### src/rtl/ctrl_decode_fsm_if.sv
// ctrl_decode_fsm_if
// Bundles the instruction-fetch handshake and the decoded control outputs
// that travel between the control FSM and the rest of the datapath.
//
// Signals:
//   instr        16  instruction word from instruction memory
//   instr_valid   1  instr holds the word at mem_addr this cycle
//   mem_addr     16  fetch address (always the current pc)
//   mem_rd        1  fetch request
//   reg_enable   16  one-hot register-bank write enable
//   rega_sel      4  A-port register select (Rdest)
//   regb_sel      4  B-port register select (Rsrc)
//   alu_opcode    8  ALU operation code
//   imm           8  immediate for the ALU B-input mux
//   imm_sel       1  ALU B-input takes imm instead of regb
//   flags_we      1  flag-register write strobe
//   illegal       1  sticky undefined-instruction indicator
//   halted        1  controller has executed the halt word
//
// Modports:
//   master  the control FSM (drives the decoded controls)
//   slave   memory / datapath side (drives instr and instr_valid)
interface ctrl_decode_fsm_if;
  logic [15:0] instr;
  logic        instr_valid;
  logic [15:0] mem_addr;
  logic        mem_rd;
  logic [15:0] reg_enable;
  logic [3:0]  rega_sel;
  logic [3:0]  regb_sel;
  logic [7:0]  alu_opcode;
  logic [7:0]  imm;
  logic        imm_sel;
  logic        flags_we;
  logic        illegal;
  logic        halted;

  modport master (
    input  instr, instr_valid,
    output mem_addr, mem_rd, reg_enable, rega_sel, regb_sel,
           alu_opcode, imm, imm_sel, flags_we, illegal, halted
  );

  modport slave (
    output instr, instr_valid,
    input  mem_addr, mem_rd, reg_enable, rega_sel, regb_sel,
           alu_opcode, imm, imm_sel, flags_we, illegal, halted
  );
endinterface

### src/rtl/ctrl_decode_fsm.sv
// ctrl_decode_fsm
// Multi-cycle fetch/decode/execute controller. Fetches one instruction
// word per pass, decodes it into register selects, ALU opcode and
// immediate controls, and strobes register and flag writes for exactly
// one EXECUTE cycle. The halt word parks the controller until reset.
//
// Parameters:
//   RESET_PC   pc value loaded on reset
//   HALT_WORD  instruction word that stops execution
//
// Ports:
//   clock  single clock, all state changes on the rising edge
//   reset  asynchronous active-high reset
//   bus    ctrl_decode_fsm_if.master (fetch handshake + decoded controls)
module ctrl_decode_fsm #(
  parameter logic [15:0] RESET_PC  = 16'h0000,
  parameter logic [15:0] HALT_WORD = 16'hFFFF
) (
  input  logic               clock,
  input  logic               reset,
  ctrl_decode_fsm_if.master  bus
);

  localparam logic [1:0] FETCH   = 2'd0;
  localparam logic [1:0] DECODE  = 2'd1;
  localparam logic [1:0] EXECUTE = 2'd2;
  localparam logic [1:0] HALT    = 2'd3;

  localparam logic [7:0] OP_NOP = 8'h17;

  logic [1:0]  state;
  logic [15:0] pc;
  logic [15:0] ir;
  logic        illegal_q;

  logic [7:0]  dec_opcode;
  logic [7:0]  dec_imm;
  logic        dec_imm_sel;
  logic        dec_write;
  logic        dec_flags;
  logic        dec_defined;
  logic        in_execute;

  // Instruction decode is purely a function of IR. Because IR resets to
  // 16'h0000 (a NOP with register fields of zero), the decoded outputs
  // automatically show the required idle values while reset is held.
  // Anything not listed falls through as an undefined NOP.
  always_comb begin
    dec_opcode  = OP_NOP;
    dec_imm     = 8'h00;
    dec_imm_sel = 1'b0;
    dec_write   = 1'b0;
    dec_flags   = 1'b0;
    dec_defined = 1'b0;
    case (ir[15:12])
      4'h0: begin
        dec_defined = 1'b1;
        case (ir[7:4])
          4'h5: begin dec_opcode = 8'h00; dec_write = 1'b1; dec_flags = 1'b1; end
          4'h6: begin dec_opcode = 8'h02; dec_write = 1'b1; dec_flags = 1'b1; end
          4'h9: begin dec_opcode = 8'h08; dec_write = 1'b1; dec_flags = 1'b1; end
          4'hB: begin dec_opcode = 8'h0A; dec_flags = 1'b1; end
          4'h1: begin dec_opcode = 8'h0D; dec_write = 1'b1; end
          4'h2: begin dec_opcode = 8'h0E; dec_write = 1'b1; end
          4'h3: begin dec_opcode = 8'h0F; dec_write = 1'b1; end
          4'h0: begin dec_opcode = OP_NOP; end
          default: dec_defined = 1'b0;
        endcase
      end
      4'h5, 4'h6, 4'h9, 4'hB: begin
        dec_defined = 1'b1;
        dec_imm     = ir[7:0];
        dec_imm_sel = 1'b1;
        dec_flags   = 1'b1;
        case (ir[15:12])
          4'h5:    begin dec_opcode = 8'h01; dec_write = 1'b1; end
          4'h6:    begin dec_opcode = 8'h03; dec_write = 1'b1; end
          4'h9:    begin dec_opcode = 8'h09; dec_write = 1'b1; end
          default: begin dec_opcode = 8'h0B; end
        endcase
      end
      4'h8: begin
        dec_defined = 1'b1;
        case (ir[7:4])
          4'h4: begin dec_opcode = 8'h11; dec_write = 1'b1; end
          4'h0: begin
            dec_opcode  = 8'h12;
            dec_write   = 1'b1;
            dec_imm     = {4'h0, ir[3:0]};
            dec_imm_sel = 1'b1;
          end
          4'h1: begin
            dec_opcode  = 8'h14;
            dec_write   = 1'b1;
            dec_imm     = {4'h0, ir[3:0]};
            dec_imm_sel = 1'b1;
          end
          default: dec_defined = 1'b0;
        endcase
      end
      default: dec_defined = 1'b0;
    endcase
  end

  // Controller state, program counter, instruction register and the
  // sticky illegal flag. The pc only moves at the end of EXECUTE, so a
  // halt word leaves it pointing at the halt word itself.
  always_ff @(posedge clock or posedge reset) begin
    if (reset) begin
      state     <= FETCH;
      pc        <= RESET_PC;
      ir        <= 16'h0000;
      illegal_q <= 1'b0;
    end else begin
      case (state)
        FETCH: begin
          if (bus.instr_valid) begin
            ir    <= bus.instr;
            state <= DECODE;
          end
        end
        DECODE: begin
          state <= (ir == HALT_WORD) ? HALT : EXECUTE;
        end
        EXECUTE: begin
          pc <= pc + 16'h0001;
          if (!dec_defined) begin
            illegal_q <= 1'b1;
          end
          state <= FETCH;
        end
        HALT: begin
          state <= HALT;
        end
        default: begin
          state <= FETCH;
        end
      endcase
    end
  end

  // Write strobes are gated by the state decode rather than registered,
  // so an asynchronous reset mid-EXECUTE drops them immediately.
  assign in_execute     = (state == EXECUTE);
  assign bus.reg_enable = (in_execute && dec_write) ? (16'h0001 << ir[11:8]) : 16'h0000;
  assign bus.flags_we   = in_execute && dec_flags;

  assign bus.mem_addr   = pc;
  assign bus.mem_rd     = (state == FETCH);
  assign bus.rega_sel   = ir[11:8];
  assign bus.regb_sel   = ir[3:0];
  assign bus.alu_opcode = dec_opcode;
  assign bus.imm        = dec_imm;
  assign bus.imm_sel    = dec_imm_sel;
  assign bus.illegal    = illegal_q;
  assign bus.halted     = (state == HALT);

endmodule
### src/flat_wrapper.sv
// flat-port wrapper written by rule: the top's interface ports become plain ports
module ctrl_decode_fsm_flat 
#(
  parameter logic [15:0] RESET_PC  = 16'h0000,
  parameter logic [15:0] HALT_WORD = 16'hFFFF
)
  (clock, reset, bus_instr, bus_instr_valid, bus_mem_addr, bus_mem_rd, bus_reg_enable, bus_rega_sel, bus_regb_sel, bus_alu_opcode, bus_imm, bus_imm_sel, bus_flags_we, bus_illegal, bus_halted);
  ctrl_decode_fsm_if bus_i ();
  input  logic clock;
  input  logic reset;
  input wire logic [$bits(bus_i.instr)-1:0] bus_instr;
  input wire logic [$bits(bus_i.instr_valid)-1:0] bus_instr_valid;
  output wire logic [$bits(bus_i.mem_addr)-1:0] bus_mem_addr;
  output wire logic [$bits(bus_i.mem_rd)-1:0] bus_mem_rd;
  output wire logic [$bits(bus_i.reg_enable)-1:0] bus_reg_enable;
  output wire logic [$bits(bus_i.rega_sel)-1:0] bus_rega_sel;
  output wire logic [$bits(bus_i.regb_sel)-1:0] bus_regb_sel;
  output wire logic [$bits(bus_i.alu_opcode)-1:0] bus_alu_opcode;
  output wire logic [$bits(bus_i.imm)-1:0] bus_imm;
  output wire logic [$bits(bus_i.imm_sel)-1:0] bus_imm_sel;
  output wire logic [$bits(bus_i.flags_we)-1:0] bus_flags_we;
  output wire logic [$bits(bus_i.illegal)-1:0] bus_illegal;
  output wire logic [$bits(bus_i.halted)-1:0] bus_halted;
  assign bus_i.instr = bus_instr;
  assign bus_i.instr_valid = bus_instr_valid;
  assign bus_mem_addr = bus_i.mem_addr;
  assign bus_mem_rd = bus_i.mem_rd;
  assign bus_reg_enable = bus_i.reg_enable;
  assign bus_rega_sel = bus_i.rega_sel;
  assign bus_regb_sel = bus_i.regb_sel;
  assign bus_alu_opcode = bus_i.alu_opcode;
  assign bus_imm = bus_i.imm;
  assign bus_imm_sel = bus_i.imm_sel;
  assign bus_flags_we = bus_i.flags_we;
  assign bus_illegal = bus_i.illegal;
  assign bus_halted = bus_i.halted;
  ctrl_decode_fsm #(.RESET_PC(RESET_PC), .HALT_WORD(HALT_WORD)) u_core (.clock(clock), .reset(reset), .bus(bus_i));
endmodule
### config.mk
export PLATFORM = sky130hd
export DESIGN_NAME = ctrl_decode_fsm_flat
export DESIGN_NICKNAME = d
export VERILOG_FILES = /design/src/rtl/ctrl_decode_fsm_if.sv /design/src/rtl/ctrl_decode_fsm.sv /design/src/flat_wrapper.sv
export SDC_FILE = /design/constraint.sdc
export NUM_CORES = 1
export LEC_CHECK = 0
export CORE_AREA = 4 4 79 81
export CTS_BUF_LIST = sky130_fd_sc_hd__clkbuf_4 sky130_fd_sc_hd__clkbuf_8
export DETAILED_ROUTE_END_ITERATION = 8
export DIE_AREA = 0 0 83 85
export HOLD_SLACK_MARGIN = 0.15
export PLACE_DENSITY = 0.84
export SYNTH_ARGS = -nofsm -noshare
export SYNTH_HDL_FRONTEND = slang
export SYNTH_SLANG_ARGS = --single-unit
### constraint.sdc
create_clock -name clock -period 1.75 [get_ports clock]
set_input_delay 0.35 -clock clock [delete_from_list [all_inputs] [get_ports clock]]
set_output_delay 0.35 -clock clock [all_outputs]
set_load 0.02 [all_outputs]
==> impl_metrics.yaml <==
status:
  status: "complete, but fails checks"
  violations: "negative setup slack"
setup_path:
  crit_top_cell: "a2111oi_4"
  crit_required_ns: 1.40
  worstPathArrival_ns: 2.15
  cpMaxStageDelayCell: "dfrtp_1"
  max_stage_delay_ns: 0.43
  reg2reg_depth: 5
  start_kind: "register"
  crit_path_end_kind: "output pin"
  worstPathMaxFanout: 7
  cp.depth: 6
  worstSetupPathType: "register to output pin"
  crit_chain: "buf_6 > a2111oi_4 > a221oi_4 > clkbuf_16 > a2111oi_4 > buf_4"
  cp_top_family: "compound AO/OA/AOI/OAI gates"
  path_buf_inv: 3
clocking:
  cts_hold_buffers: 0
  cts_sinks: 35
  cts_buffers: 5
  cts.htree.levels: 2
  clk_pin_slew_ns: 0.07
  cts_tree: "built"
  clock_path_buffers: 2
  root_buffer: "clkbuf_8"
  clock_latency_ns: 0.29
sta:
  finClkSkew_ns: 0.00570
  setup_ws_ns: -0.752
  hold_viol_final: 0
  finalSetupViolCount: 31
  rsz0062_at_grt: "yes"
  layout_min_cycle_time_ns: 2.50
  final_max_slew_viol_count: 0
  worst_hold_slack_ns: 0.402
  fmax_mhz: 400
  timing.final.crit_share_pct: 143
floorplan:
  die-area_um2: 7060
  die_x_um: 83
  pin_count: 80
  fp.coreArea_um2: 5470
  start_util_pct: 42.0
  die_h_um: 85
  rows: 27
final_layout:
  antennaDiodeCount: 0
  fin_nets: 368
  synthToLayoutAreaGrowth_pct: 74.6
  drive_gt1_share_pct: 49.6
  layout_commonest_cell: "buf_4"
  layout_common_cells: "buf_4, clkdlybuf4s50_1, dfrtp_1"
  instances_no_fill: 421
global_routing:
  grt_use_total_pct: 18.3
  grt_start_max_net_pins: 36
  grt_pass1_wl_um: 10600
  antenna_found_initial: 0
  grt_pass1_vias: 2248
  gr-total-overflow: 0
routing:
  dr.pass1.iters: 4
  post_drt_wl_per_cell_um: 16.2
  drt.antenna.violating_nets: 0
  drt_wl_total_um: 6840
  avgViaCountPerCell: 5.23
  drtIter0Drc: 58
  drc: 0
  vias: 2202
synth:
  ys_warn_count: 0
  synth_simple_gate_area_share_pct: 20.8
  synth_compound_area_share_pct: 18.1
  syn_inst: 221
  seq_area_frac_synth_pct: 38.1
  yosys.area_share.adder_pct: 0.544
  syn_area_per_cell_um2: 10.4
  synth.mux.area_fraction_pct: 7.34
  synth_edf_count: 0
  synthXorXnorAreaFrac_pct: 6.47
  syn-cell-area_um2: 2300
  async_flop_share_pct: 100
  synth-main-ff-cell: "dfrtp_1"
  ys_types: 49
  synth_top_family_by_area: "simple AND/OR/NAND/NOR gates"
  synth-seq-cells: 35
placed_design:
  io_buffers: 76
  gp_congestion: 0.849
  dp_cells: 392
  dpl.hpwl_um: 4830
power_and_ir_drop:
  leakage_nw: 1.71
  irDropWorstVdd_v: 0.00111
  p_per_area_nw_per_um2: 1880
  finalPower_mw: 7.55
job:
  drv_cap: 0
worst_hold_path:
  hp-class: "input pin to asynchronous set/reset pin"
-- timing repair --
item / 4_1_cts / 5_1_grt
gates cloned: 0 / 2
setup buffers: 12 / 9
endpoints found under the setup margin: 38 / 36
pin swaps: 11 / 16
gates resized for setup: 172 / 45
-- where the power goes --
| part | internal, mW | total, mW | switching (mW) |
|---|---|---|---|
| logic | 2.68 | 5.38 | 2.70 |
| registers | 1.09 | 1.42 | 0.325 |
| clock network | 0.461 | 0.752 | 0.291 |
| total | 4.23 | 7.55 | 3.32 |
-- sequential cells by signal (all words and copies together) (netlist names) --
| register | flops |
|---|---|
| u_core.bus.illegal | 1 |
| u_core.bus.mem_addr | 16 |
| u_core.ir | 16 |
| u_core.state | 2 |
-- synth_stat cells, types with 2 or more instances --
library cell  number  area share (%)
a2111oi_2          5             3.3
inv_1              3            0.49
buf_2              6             1.3
and3_1             3            0.82
nand4_1            8             2.2
nor2b_1            6             1.6
nand2_1           15             2.4
nor2_1            11             1.8
nand3_1            7             1.5
nand3b_1           3            0.98
clkbuf_1           4            0.65
and4_1             2            0.76
nand4bb_1          2            0.98
a2111oi_4          3             3.6
a2111oi_0          6             2.3
buf_4             14             4.6
or2_2              2            0.54
a21oi_1            2            0.44
and2_1             7             1.9
a211oi_1           4             1.3
buf_6              3             1.5
xnor2_1           13             5.0
xor2_1             4             1.5
o21ai_0            7             1.5
dfrtp_1           35              38
or3_1              6             1.6
nand2b_1           4             1.1
mux2_2            15             7.3
-- final cells by class --
type                       instances  area, um^2
clock buffer                       6        82.6
clock inverter                     2        35.0
fill                             384        1460
inverter                           3        11.3
multi-input combinational        158        1550
sequential                        35         881
tap                               72        90.1
timing repair buffer             145        1360
-- metal layers --
metal | track usage [%] | part of all wire, %
met4 | 5.50 | 1.2
met2 | 31.9 | 52
met1 | 21.7 | 42
met5 | 0 | 0
met3 | 5.53 | 4.7
-- stage by stage --
stage | instance area (um^2) | setup WS [ns] | TNS (ns) | utilization [%]
floorplan | 2510 | -0.314 | -5.35 | -
global placement | 3570 | -1.08 | -24.69 | 65.2
detailed placement | 3570 | -1.12 | -25.60 | 65.2
CTS | 3790 | -0.713 | -18.20 | 69.2
global route | 4020 | -0.794 | -20.63 | 73.4
finish | 4020 | -0.752 | -18.42 | 73.4
-- final timing paths --
path | startpoint | to | slack (ns)
max in group asynchronous | reset | u_core.ir[13]$_DFFE_PP0P_ | 1.15
worst max register to register | u_core.state[0]$_DFFE_PP0P_ | u_core.bus.mem_addr[15]$_DFFE_PP0P_ | 0.11
min in group clock | u_core.bus.illegal$_DFFE_PP0P_ | u_core.bus.illegal$_DFFE_PP0P_ | 0.47
worst min-delay path | reset | u_core.ir[4]$_DFFE_PP0P_ | 0.40
worst max-delay path | u_core.ir[7]$_DFFE_PP0P_ | bus_reg_enable[14] | -0.75
worst min register to register | u_core.bus.illegal$_DFFE_PP0P_ | u_core.bus.illegal$_DFFE_PP0P_ | 0.47
-- worst min-delay path, cell delays in order --
cell,delay (ns)
clkdlybuf4s50_1,0.39
inv_1,0.09
buf_12,0.22
-- cell families after synthesis --
logic type,Yosys count
xor gates and xnor gates,17
adders and majority gates,1
other,1
buffers and inverters,30
DFF,35
and+or+nand+nor,81
AOI/OAI and AO/OA,41
muxes,15
No activity file was read; power rests on OpenSTA's default activity.
